**config.mk**
```make
export PLATFORM = sky130hd
export DESIGN_NAME = ex_stage
export DESIGN_NICKNAME = d
export VERILOG_FILES = /design/src/rtl/ex_stage.sv
export SDC_FILE = /design/constraint.sdc
export NUM_CORES = 2
export LEC_CHECK = 0
export CORE_UTILIZATION = 25
export DETAILED_ROUTE_END_ITERATION = 10
export DONT_BUFFER_PORTS = 1
export GPL_TIMING_DRIVEN = 0
export PLACE_DENSITY = 0.4
export RECOVER_POWER = 25
export SLEW_MARGIN = 20
export SYNTH_ARGS = -nofsm -noshare
export SYNTH_HDL_FRONTEND = slang
export SYNTH_SLANG_ARGS = --single-unit
```
**constraint.sdc**
```tcl
create_clock -name clk -period 11.7 [get_ports clk]
set_input_delay 0.585 -clock clk [delete_from_list [all_inputs] [get_ports clk]]
set_output_delay 0.585 -clock clk [all_outputs]
set_load 0.01 [all_outputs]
```
**src/rtl/ex_stage.sv**
```systemverilog
// Execute stage: single-cycle ALU, iterative 32-cycle multiply/divide into
// HI/LO, and the registered EX/MEM latch with a stall back to decode.
module ex_stage (
  input  logic        clk,
  input  logic        rst_n,
  input  logic        valid_in,
  input  logic [31:0] A,
  input  logic [31:0] B,
  input  logic [31:0] imm,
  input  logic [4:0]  rd_in,
  input  logic [4:0]  aluop,
  input  logic        alusrc,
  input  logic        regwrite_in,
  input  logic        memread_in,
  input  logic        memwrite_in,
  input  logic        flush,
  output logic        stall_out,
  output logic        valid_out,
  output logic [31:0] result,
  output logic [31:0] store_data,
  output logic [4:0]  rd_out,
  output logic        regwrite_out,
  output logic        memread_out,
  output logic        memwrite_out,
  output logic        zero
);

  localparam int unsigned XLEN      = 32;
  localparam int unsigned MD_CYCLES = 32;
  localparam int unsigned CNT_W     = 5;

  localparam logic [4:0] OP_ADD  = 5'd0;
  localparam logic [4:0] OP_SUB  = 5'd1;
  localparam logic [4:0] OP_AND  = 5'd2;
  localparam logic [4:0] OP_OR   = 5'd3;
  localparam logic [4:0] OP_XOR  = 5'd4;
  localparam logic [4:0] OP_NOR  = 5'd5;
  localparam logic [4:0] OP_SLT  = 5'd6;
  localparam logic [4:0] OP_SLTU = 5'd7;
  localparam logic [4:0] OP_SLL  = 5'd8;
  localparam logic [4:0] OP_SRL  = 5'd9;
  localparam logic [4:0] OP_SRA  = 5'd10;
  localparam logic [4:0] OP_LUI  = 5'd11;
  localparam logic [4:0] OP_MFHI = 5'd16;
  localparam logic [4:0] OP_MFLO = 5'd17;

  typedef enum logic {ST_IDLE = 1'b0, ST_RUN = 1'b1} state_t;

  state_t             r_state;
  state_t             w_state_nxt;
  logic [CNT_W-1:0]   r_count;
  logic               r_stall;

  logic [XLEN-1:0]    r_hi;
  logic [XLEN-1:0]    r_lo;

  // Iteration state for the multiply/divide unit
  logic               r_is_div;
  logic               r_neg_res;
  logic               r_neg_rem;
  logic               r_dvz;
  logic [XLEN-1:0]    r_dividend;
  logic [2*XLEN-1:0]  r_acc;
  logic [2*XLEN-1:0]  r_mcand;
  logic [XLEN-1:0]    r_mplier;
  logic [XLEN-1:0]    r_rem;
  logic [XLEN-1:0]    r_quo;
  logic [XLEN-1:0]    r_divisor;

  // EX/MEM latch
  logic               r_valid;
  logic [XLEN-1:0]    r_result;
  logic [XLEN-1:0]    r_store;
  logic [4:0]         r_rd;
  logic               r_regwrite;
  logic               r_memread;
  logic               r_memwrite;
  logic               r_zero;

  logic               w_accept;
  logic               w_load;
  logic               w_md_op;
  logic               w_md_start;
  logic               w_md_done;
  logic [XLEN-1:0]    w_x;
  logic [4:0]         w_shamt;
  logic [XLEN-1:0]    w_alu;

  logic               w_signed;
  logic               w_a_neg;
  logic               w_x_neg;
  logic [XLEN-1:0]    w_a_mag;
  logic [XLEN-1:0]    w_x_mag;

  logic [2*XLEN-1:0]  w_acc_nxt;
  logic [2*XLEN-1:0]  w_prod;
  logic [XLEN:0]      w_shift;
  logic               w_ge;
  logic [XLEN-1:0]    w_sub;
  logic [XLEN-1:0]    w_rem_nxt;
  logic [XLEN-1:0]    w_quo_nxt;
  logic [XLEN-1:0]    w_q_fin;
  logic [XLEN-1:0]    w_r_fin;
  logic [XLEN-1:0]    w_hi_fin;
  logic [XLEN-1:0]    w_lo_fin;

  assign w_accept   = valid_in & ~r_stall;
  assign w_load     = w_accept & ~flush;
  assign w_md_op    = (aluop[4:2] == 3'b011);
  assign w_md_start = w_load & w_md_op & (r_state == ST_IDLE);
  assign w_md_done  = (r_state == ST_RUN) && (r_count == CNT_W'(MD_CYCLES - 1));

  assign w_x     = alusrc ? imm : B;
  assign w_shamt = alusrc ? imm[10:6] : A[4:0];

  // Single-cycle ALU result select
  always_comb begin
    w_alu = '0;
    case (aluop)
      OP_ADD:  w_alu = A + w_x;
      OP_SUB:  w_alu = A - w_x;
      OP_AND:  w_alu = A & w_x;
      OP_OR:   w_alu = A | w_x;
      OP_XOR:  w_alu = A ^ w_x;
      OP_NOR:  w_alu = ~(A | w_x);
      OP_SLT:  w_alu = {31'b0, ($signed(A) < $signed(w_x))};
      OP_SLTU: w_alu = {31'b0, (A < w_x)};
      OP_SLL:  w_alu = B << w_shamt;
      OP_SRL:  w_alu = B >> w_shamt;
      OP_SRA:  w_alu = XLEN'($signed(B) >>> w_shamt);
      OP_LUI:  w_alu = {imm[15:0], 16'h0000};
      OP_MFHI: w_alu = r_hi;
      OP_MFLO: w_alu = r_lo;
      default: w_alu = '0;
    endcase
  end

  // Operand magnitudes for the iterative unit; odd opcodes are unsigned
  assign w_signed = ~aluop[0];
  assign w_a_neg  = w_signed & A[31];
  assign w_x_neg  = w_signed & w_x[31];
  assign w_a_mag  = w_a_neg ? (~A + 32'd1) : A;
  assign w_x_mag  = w_x_neg ? (~w_x + 32'd1) : w_x;

  // One shift-add step and one restoring-divide step per RUN cycle
  assign w_acc_nxt = r_acc + (r_mplier[0] ? r_mcand : '0);
  assign w_shift   = {r_rem, r_quo[XLEN-1]};
  assign w_ge      = (w_shift >= {1'b0, r_divisor});
  assign w_sub     = w_shift[XLEN-1:0] - r_divisor;
  assign w_rem_nxt = w_ge ? w_sub : w_shift[XLEN-1:0];
  assign w_quo_nxt = {r_quo[XLEN-2:0], w_ge};

  // Sign fix-up applied on the final iteration
  assign w_prod  = r_neg_res ? (~w_acc_nxt + 64'd1) : w_acc_nxt;
  assign w_q_fin = r_neg_res ? (~w_quo_nxt + 32'd1) : w_quo_nxt;
  assign w_r_fin = r_neg_rem ? (~w_rem_nxt + 32'd1) : w_rem_nxt;

  // Final HI/LO selection, including the divide-by-zero convention
  always_comb begin
    w_hi_fin = w_prod[2*XLEN-1:XLEN];
    w_lo_fin = w_prod[XLEN-1:0];
    if (r_is_div) begin
      if (r_dvz) begin
        w_hi_fin = r_dividend;
        w_lo_fin = '1;
      end else begin
        w_hi_fin = w_r_fin;
        w_lo_fin = w_q_fin;
      end
    end
  end

  // FSM next-state logic
  always_comb begin
    w_state_nxt = r_state;
    case (r_state)
      ST_IDLE: if (w_md_start) w_state_nxt = ST_RUN;
      ST_RUN:  if (w_md_done)  w_state_nxt = ST_IDLE;
      default: w_state_nxt = ST_IDLE;
    endcase
  end

  // FSM state, iteration counter and registered stall
  always_ff @(posedge clk or negedge rst_n) begin
    if (!rst_n) begin
      r_state <= ST_IDLE;
      r_count <= '0;
      r_stall <= 1'b0;
    end else begin
      r_state <= w_state_nxt;
      r_stall <= (w_state_nxt == ST_RUN);
      if (r_state == ST_RUN && !w_md_done) r_count <= r_count + CNT_W'(1);
      else                                 r_count <= '0;
    end
  end

  // Multiply/divide datapath and HI/LO
  always_ff @(posedge clk or negedge rst_n) begin
    if (!rst_n) begin
      r_hi       <= '0;
      r_lo       <= '0;
      r_is_div   <= 1'b0;
      r_neg_res  <= 1'b0;
      r_neg_rem  <= 1'b0;
      r_dvz      <= 1'b0;
      r_dividend <= '0;
      r_acc      <= '0;
      r_mcand    <= '0;
      r_mplier   <= '0;
      r_rem      <= '0;
      r_quo      <= '0;
      r_divisor  <= '0;
    end else if (w_md_start) begin
      r_is_div   <= aluop[1];
      r_neg_res  <= w_a_neg ^ w_x_neg;
      r_neg_rem  <= w_a_neg;
      r_dvz      <= (w_x == '0);
      r_dividend <= A;
      r_acc      <= '0;
      r_mcand    <= {32'b0, w_a_mag};
      r_mplier   <= w_x_mag;
      r_rem      <= '0;
      r_quo      <= w_a_mag;
      r_divisor  <= w_x_mag;
    end else if (r_state == ST_RUN) begin
      r_acc    <= w_acc_nxt;
      r_mcand  <= {r_mcand[2*XLEN-2:0], 1'b0};
      r_mplier <= {1'b0, r_mplier[XLEN-1:1]};
      r_rem    <= w_rem_nxt;
      r_quo    <= w_quo_nxt;
      if (w_md_done) begin
        r_hi <= w_hi_fin;
        r_lo <= w_lo_fin;
      end
    end
  end

  // EX/MEM latch; mult/div retires immediately without a register write
  always_ff @(posedge clk or negedge rst_n) begin
    if (!rst_n) begin
      r_valid    <= 1'b0;
      r_result   <= '0;
      r_store    <= '0;
      r_rd       <= '0;
      r_regwrite <= 1'b0;
      r_memread  <= 1'b0;
      r_memwrite <= 1'b0;
      r_zero     <= 1'b0;
    end else if (w_load) begin
      r_valid    <= 1'b1;
      r_result   <= w_alu;
      r_store    <= B;
      r_rd       <= rd_in;
      r_regwrite <= regwrite_in & ~w_md_op;
      r_memread  <= memread_in;
      r_memwrite <= memwrite_in;
      r_zero     <= (w_alu == '0);
    end else begin
      r_valid    <= 1'b0;
      r_regwrite <= 1'b0;
      r_memread  <= 1'b0;
      r_memwrite <= 1'b0;
    end
  end

  assign stall_out    = r_stall;
  assign valid_out    = r_valid;
  assign result       = r_result;
  assign store_data   = r_store;
  assign rd_out       = r_rd;
  assign regwrite_out = r_regwrite;
  assign memread_out  = r_memread;
  assign memwrite_out = r_memwrite;
  assign zero         = r_zero;

endmodule

```
==> impl_metrics.env <==
export IMPL_status="finished, violations left"
export IMPL_violations="max-capacitance violations, max-slew violations"
export IMPL_pre_cts_ws_ns=3.39
export IMPL_synthFlopType="dfrtp_1"
export IMPL_r2r_cells=24
export IMPL_layout_commonest_cell="nand2_1"
export IMPL_drtPass1Iterations=6
export IMPL_end_kind="flip-flop"
export IMPL_synth_cells=5204
export IMPL_fin_ws_ns=3.13
export IMPL_route_detailed_drc=0
export IMPL_final_net_count=5606
export IMPL_clockRootBuffer="clkbuf_16"
export IMPL_p_total_mw=8.99
export IMPL_antenna_found_initial=9
export IMPL_synth_adder_area_share_pct=6.68
export IMPL_synth_compound_area_share_pct=26.3
export IMPL_cap_violations=1
export IMPL_synth_nets=5529
export IMPL_num_vias=43227
export IMPL_die_area_um2=162000
export IMPL_setup_viol=0
export IMPL_rrSetupSlack_ns=3.13
export IMPL_combPwrFrac_pct=53.5
export IMPL_area_delta_synth_final_pct=12.2
export IMPL_grt_max_degree=437
export IMPL_finalMaxSlewViolations=56
export IMPL_p_per_area_nw_per_um2=200
export IMPL_yosys_area_top_type="dfrtp_1"
export IMPL_worst_clock_skew_ns=0.0535
export IMPL_place_area_um2=42700
export IMPL_synthTopCellsByArea="dfrtp_1 27%, nand2_1 9.3%, ha_1 6.5%"
export IMPL_final_cell_mix="986 x nand2_1, 489 x o21ai_0, 436 x dfrtp_1"
export IMPL_cts_setup_buffers=0
export IMPL_switching_share_pct=49.9
export IMPL_rsz0062_at_grt="false"
export IMPL_critical_path_required_ns=12.34
export IMPL_start_kind="flip-flop"
export IMPL_synth_cell_types=110
export IMPL_path_class="reg -> reg"
export IMPL_syn_avg_cell_area_um2=7.69
export IMPL_core_area_um2=159000
export IMPL_hold_start="memwrite_in"
export IMPL_wl_met1_mm=102
export IMPL_synth_edf_count=0
export IMPL_clk_latency_ns=0.71
export IMPL_cts_sinks=436
export IMPL_start_util_pct=25.2
export IMPL_route_met2_wl_mm=96.9
export IMPL_cellLeakagePower_nw=18.6
export IMPL_hold_viol=0
export IMPL_synthArstFlopShare_pct=100
export IMPL_synth_area_um2=40000
export IMPL_synth_top_area_share_pct=27.3
export IMPL_dr_wl_met3_mm=19.3
export IMPL_die_x_um=402
export IMPL_gr_total_overflow=0
export IMPL_ys_ff_latch=436
export IMPL_cts_buffers=56
export IMPL_hpwl_mm=186
export IMPL_path_max_fanout=10
export IMPL_ys_warn_count=0
export IMPL_fin_crit_sh_pct=73.2
export IMPL_finalSetupTns_ns=0
export IMPL_yosysSeqAreaShare_pct=27.3
export IMPL_grt_pass1_vias=40556
export IMPL_rows=146
export IMPL_hold_depth=1
export IMPL_synth_top_family_by_area="compound AO/OA/AOI/OAI gates"
export IMPL_timing_hold_worst_endpoint="memwrite_out"
export IMPL_min_period_ns=8.57
export IMPL_clock_fmax_mhz=117
export IMPL_top_regs="r_acc: 64 flops, r_mcand: 64 flops"
export IMPL_cts_htree_levels=2
export IMPL_drive_above_1_share_pct=6.10
export IMPL_synth_xor_area_share_pct=5.08
export IMPL_grt_total_usage_pct=27.5
export IMPL_p_clk_share_pct=20.8
export IMPL_wire_per_inst_um=31.1
export IMPL_portBuffers=0
export IMPL_intPower_mw=4.51
export IMPL_vias_per_cell=5.84
export IMPL_holdCritPathClass="in -> reg"
export IMPL_chipHeight_um=402
export IMPL_slew_headroom_pct=-132
export IMPL_synthSimpleGateAreaFrac_pct=22.6
export IMPL_drt_iter0_drc=5445
export IMPL_peakVddDrop_mv=0.128
export IMPL_routed_wl_mm=231
export IMPL_gp_congestion=1.04
export IMPL_p_seq_share_pct=25.7
export IMPL_pin_count=189
export IMPL_hold_ws_ns=0.0325
export IMPL_grt_first_pass_wirelength_mm=323
export IMPL_muxShareOfSynthArea_pct=6.79
export IMPL_worstPathArrival_ns=9.21
export IMPL_top_layer_used="met5"
export IMPL_post_cts_resize_count=0
export IMPL_cts_buffer_depth=3
export IMPL_tritoncts="yes"
export IMPL_clkTransAtPathRegs_ns=0.07
export IMPL_rr_startpoint="r_divisor[2]"
export IMPL_regToRegEndpoint="r_hi[30]"
export IMPL_switchingPower_mw=4.49
export IMPL_design_area_um2=44900
export IMPL_tightest_slew_ns=3.47
export IMPL_ant_nets=0
[critical path, cell delays in order, from the launching register on]
cell and delay [ns]:
dfrtp_1 0.46, inv_1 0.09, ha_1 0.40, and3_2 0.29, o21ai_0 0.26, a2111oi_0 0.98, o221ai_1 0.28, nand3_1 0.38
buf_2 0.39, buf_2 0.53, buf_2 0.39, buf_2 0.33, nand2_1 0.08, o21ai_0 0.25, ha_1 0.37, nand2_1 0.11
a2111oi_0 0.57, o2111ai_1 0.26, mux2i_1 0.41, o211ai_1 0.29, nor3b_1 0.42, a31oi_1 0.17, xor2_1 0.43, a21oi_1 0.15
o2bb2ai_1 0.17
[per-stage QoR]
step                cells  utilization [%]
CTS                  7396             28.2
finish               7408             28.3
detailed placement   7281             27.0
global route         7405             28.3
floorplan            5204                -
global placement     7276             26.9
[worst max-delay path by stage]
stage | cells after the start | slack, ns | startpoint | to
floorplan | 18 | 6.08 | alusrc | zero
global placement | 20 | 2.80 | alusrc | zero
detailed placement | 19 | 3.39 | alusrc | zero
CTS | 24 | 3.41 | r_rem[3] | r_hi[20]
global route | 24 | 2.75 | r_divisor[2] | r_hi[22]
finish | 24 | 3.13 | r_divisor[2] | r_hi[30]
[cells in the mapped netlist, types with 99 or more instances]
library cell	instances
nand2_1	986
o21ai_0	490
dfrtp_1	436
nor2_1	317
a21oi_1	284
clkbuf_1	279
ha_1	207
xnor2_1	176
mux2i_1	168
inv_1	165
nand3_1	120
and2_1	99
[area by class of cell]
class                   instances  area [um^2]
diodes                          8         20.0
plain buffers                 368         1490
clock buffers                  78         1620
clock inverters                27          317
fillers                     17422       114000
inverters                     167          627
multi-input cells            4233        27100
flip-flops and latches        436        10900
well taps                    2072         2590
repair buffers                 19          230
[power groups by stage]
stage / clock network [mW] / logic, mW / registers [mW]
finish: 1.87 / 4.81 / 2.31
floorplan: 0 / 3.06 / 2.16
CTS: 1.91 / 4.71 / 2.31
detailed placement: 0 / 4.65 / 2.33
global route: 1.96 / 5.15 / 2.36
global placement: 0 / 4.64 / 2.33
[cell families (layout without fill, tap and decap cells)]
family / after synthesis / after routing
AO/OA/AOI/OAI: 1595 / 1595
XOR/XNOR: 232 / 232
adder cells (fa/ha/maj): 211 / 211
buffers and inverters: 535 / 659
flip-flops: 436 / 436
multiplexers: 224 / 224
other: 0 / 8
AND/OR/NAND/NOR: 1971 / 1971
[repair_timing]
item,in CTS,in global routing
hold endpoints to repair,445,55
endpoints found under the setup margin,0,0
hold buffers,10,1
[per-layer routing]
layer | global-route usage (%) | vias up
met5 | 0 | -
met4 | 12.3 | 2
met3 | 5.06 | 387
met2 | 40.6 | 2126
met1 | 38.7 | 21597
li1 | - | 19115
Power figures use the tool's default switching activity.
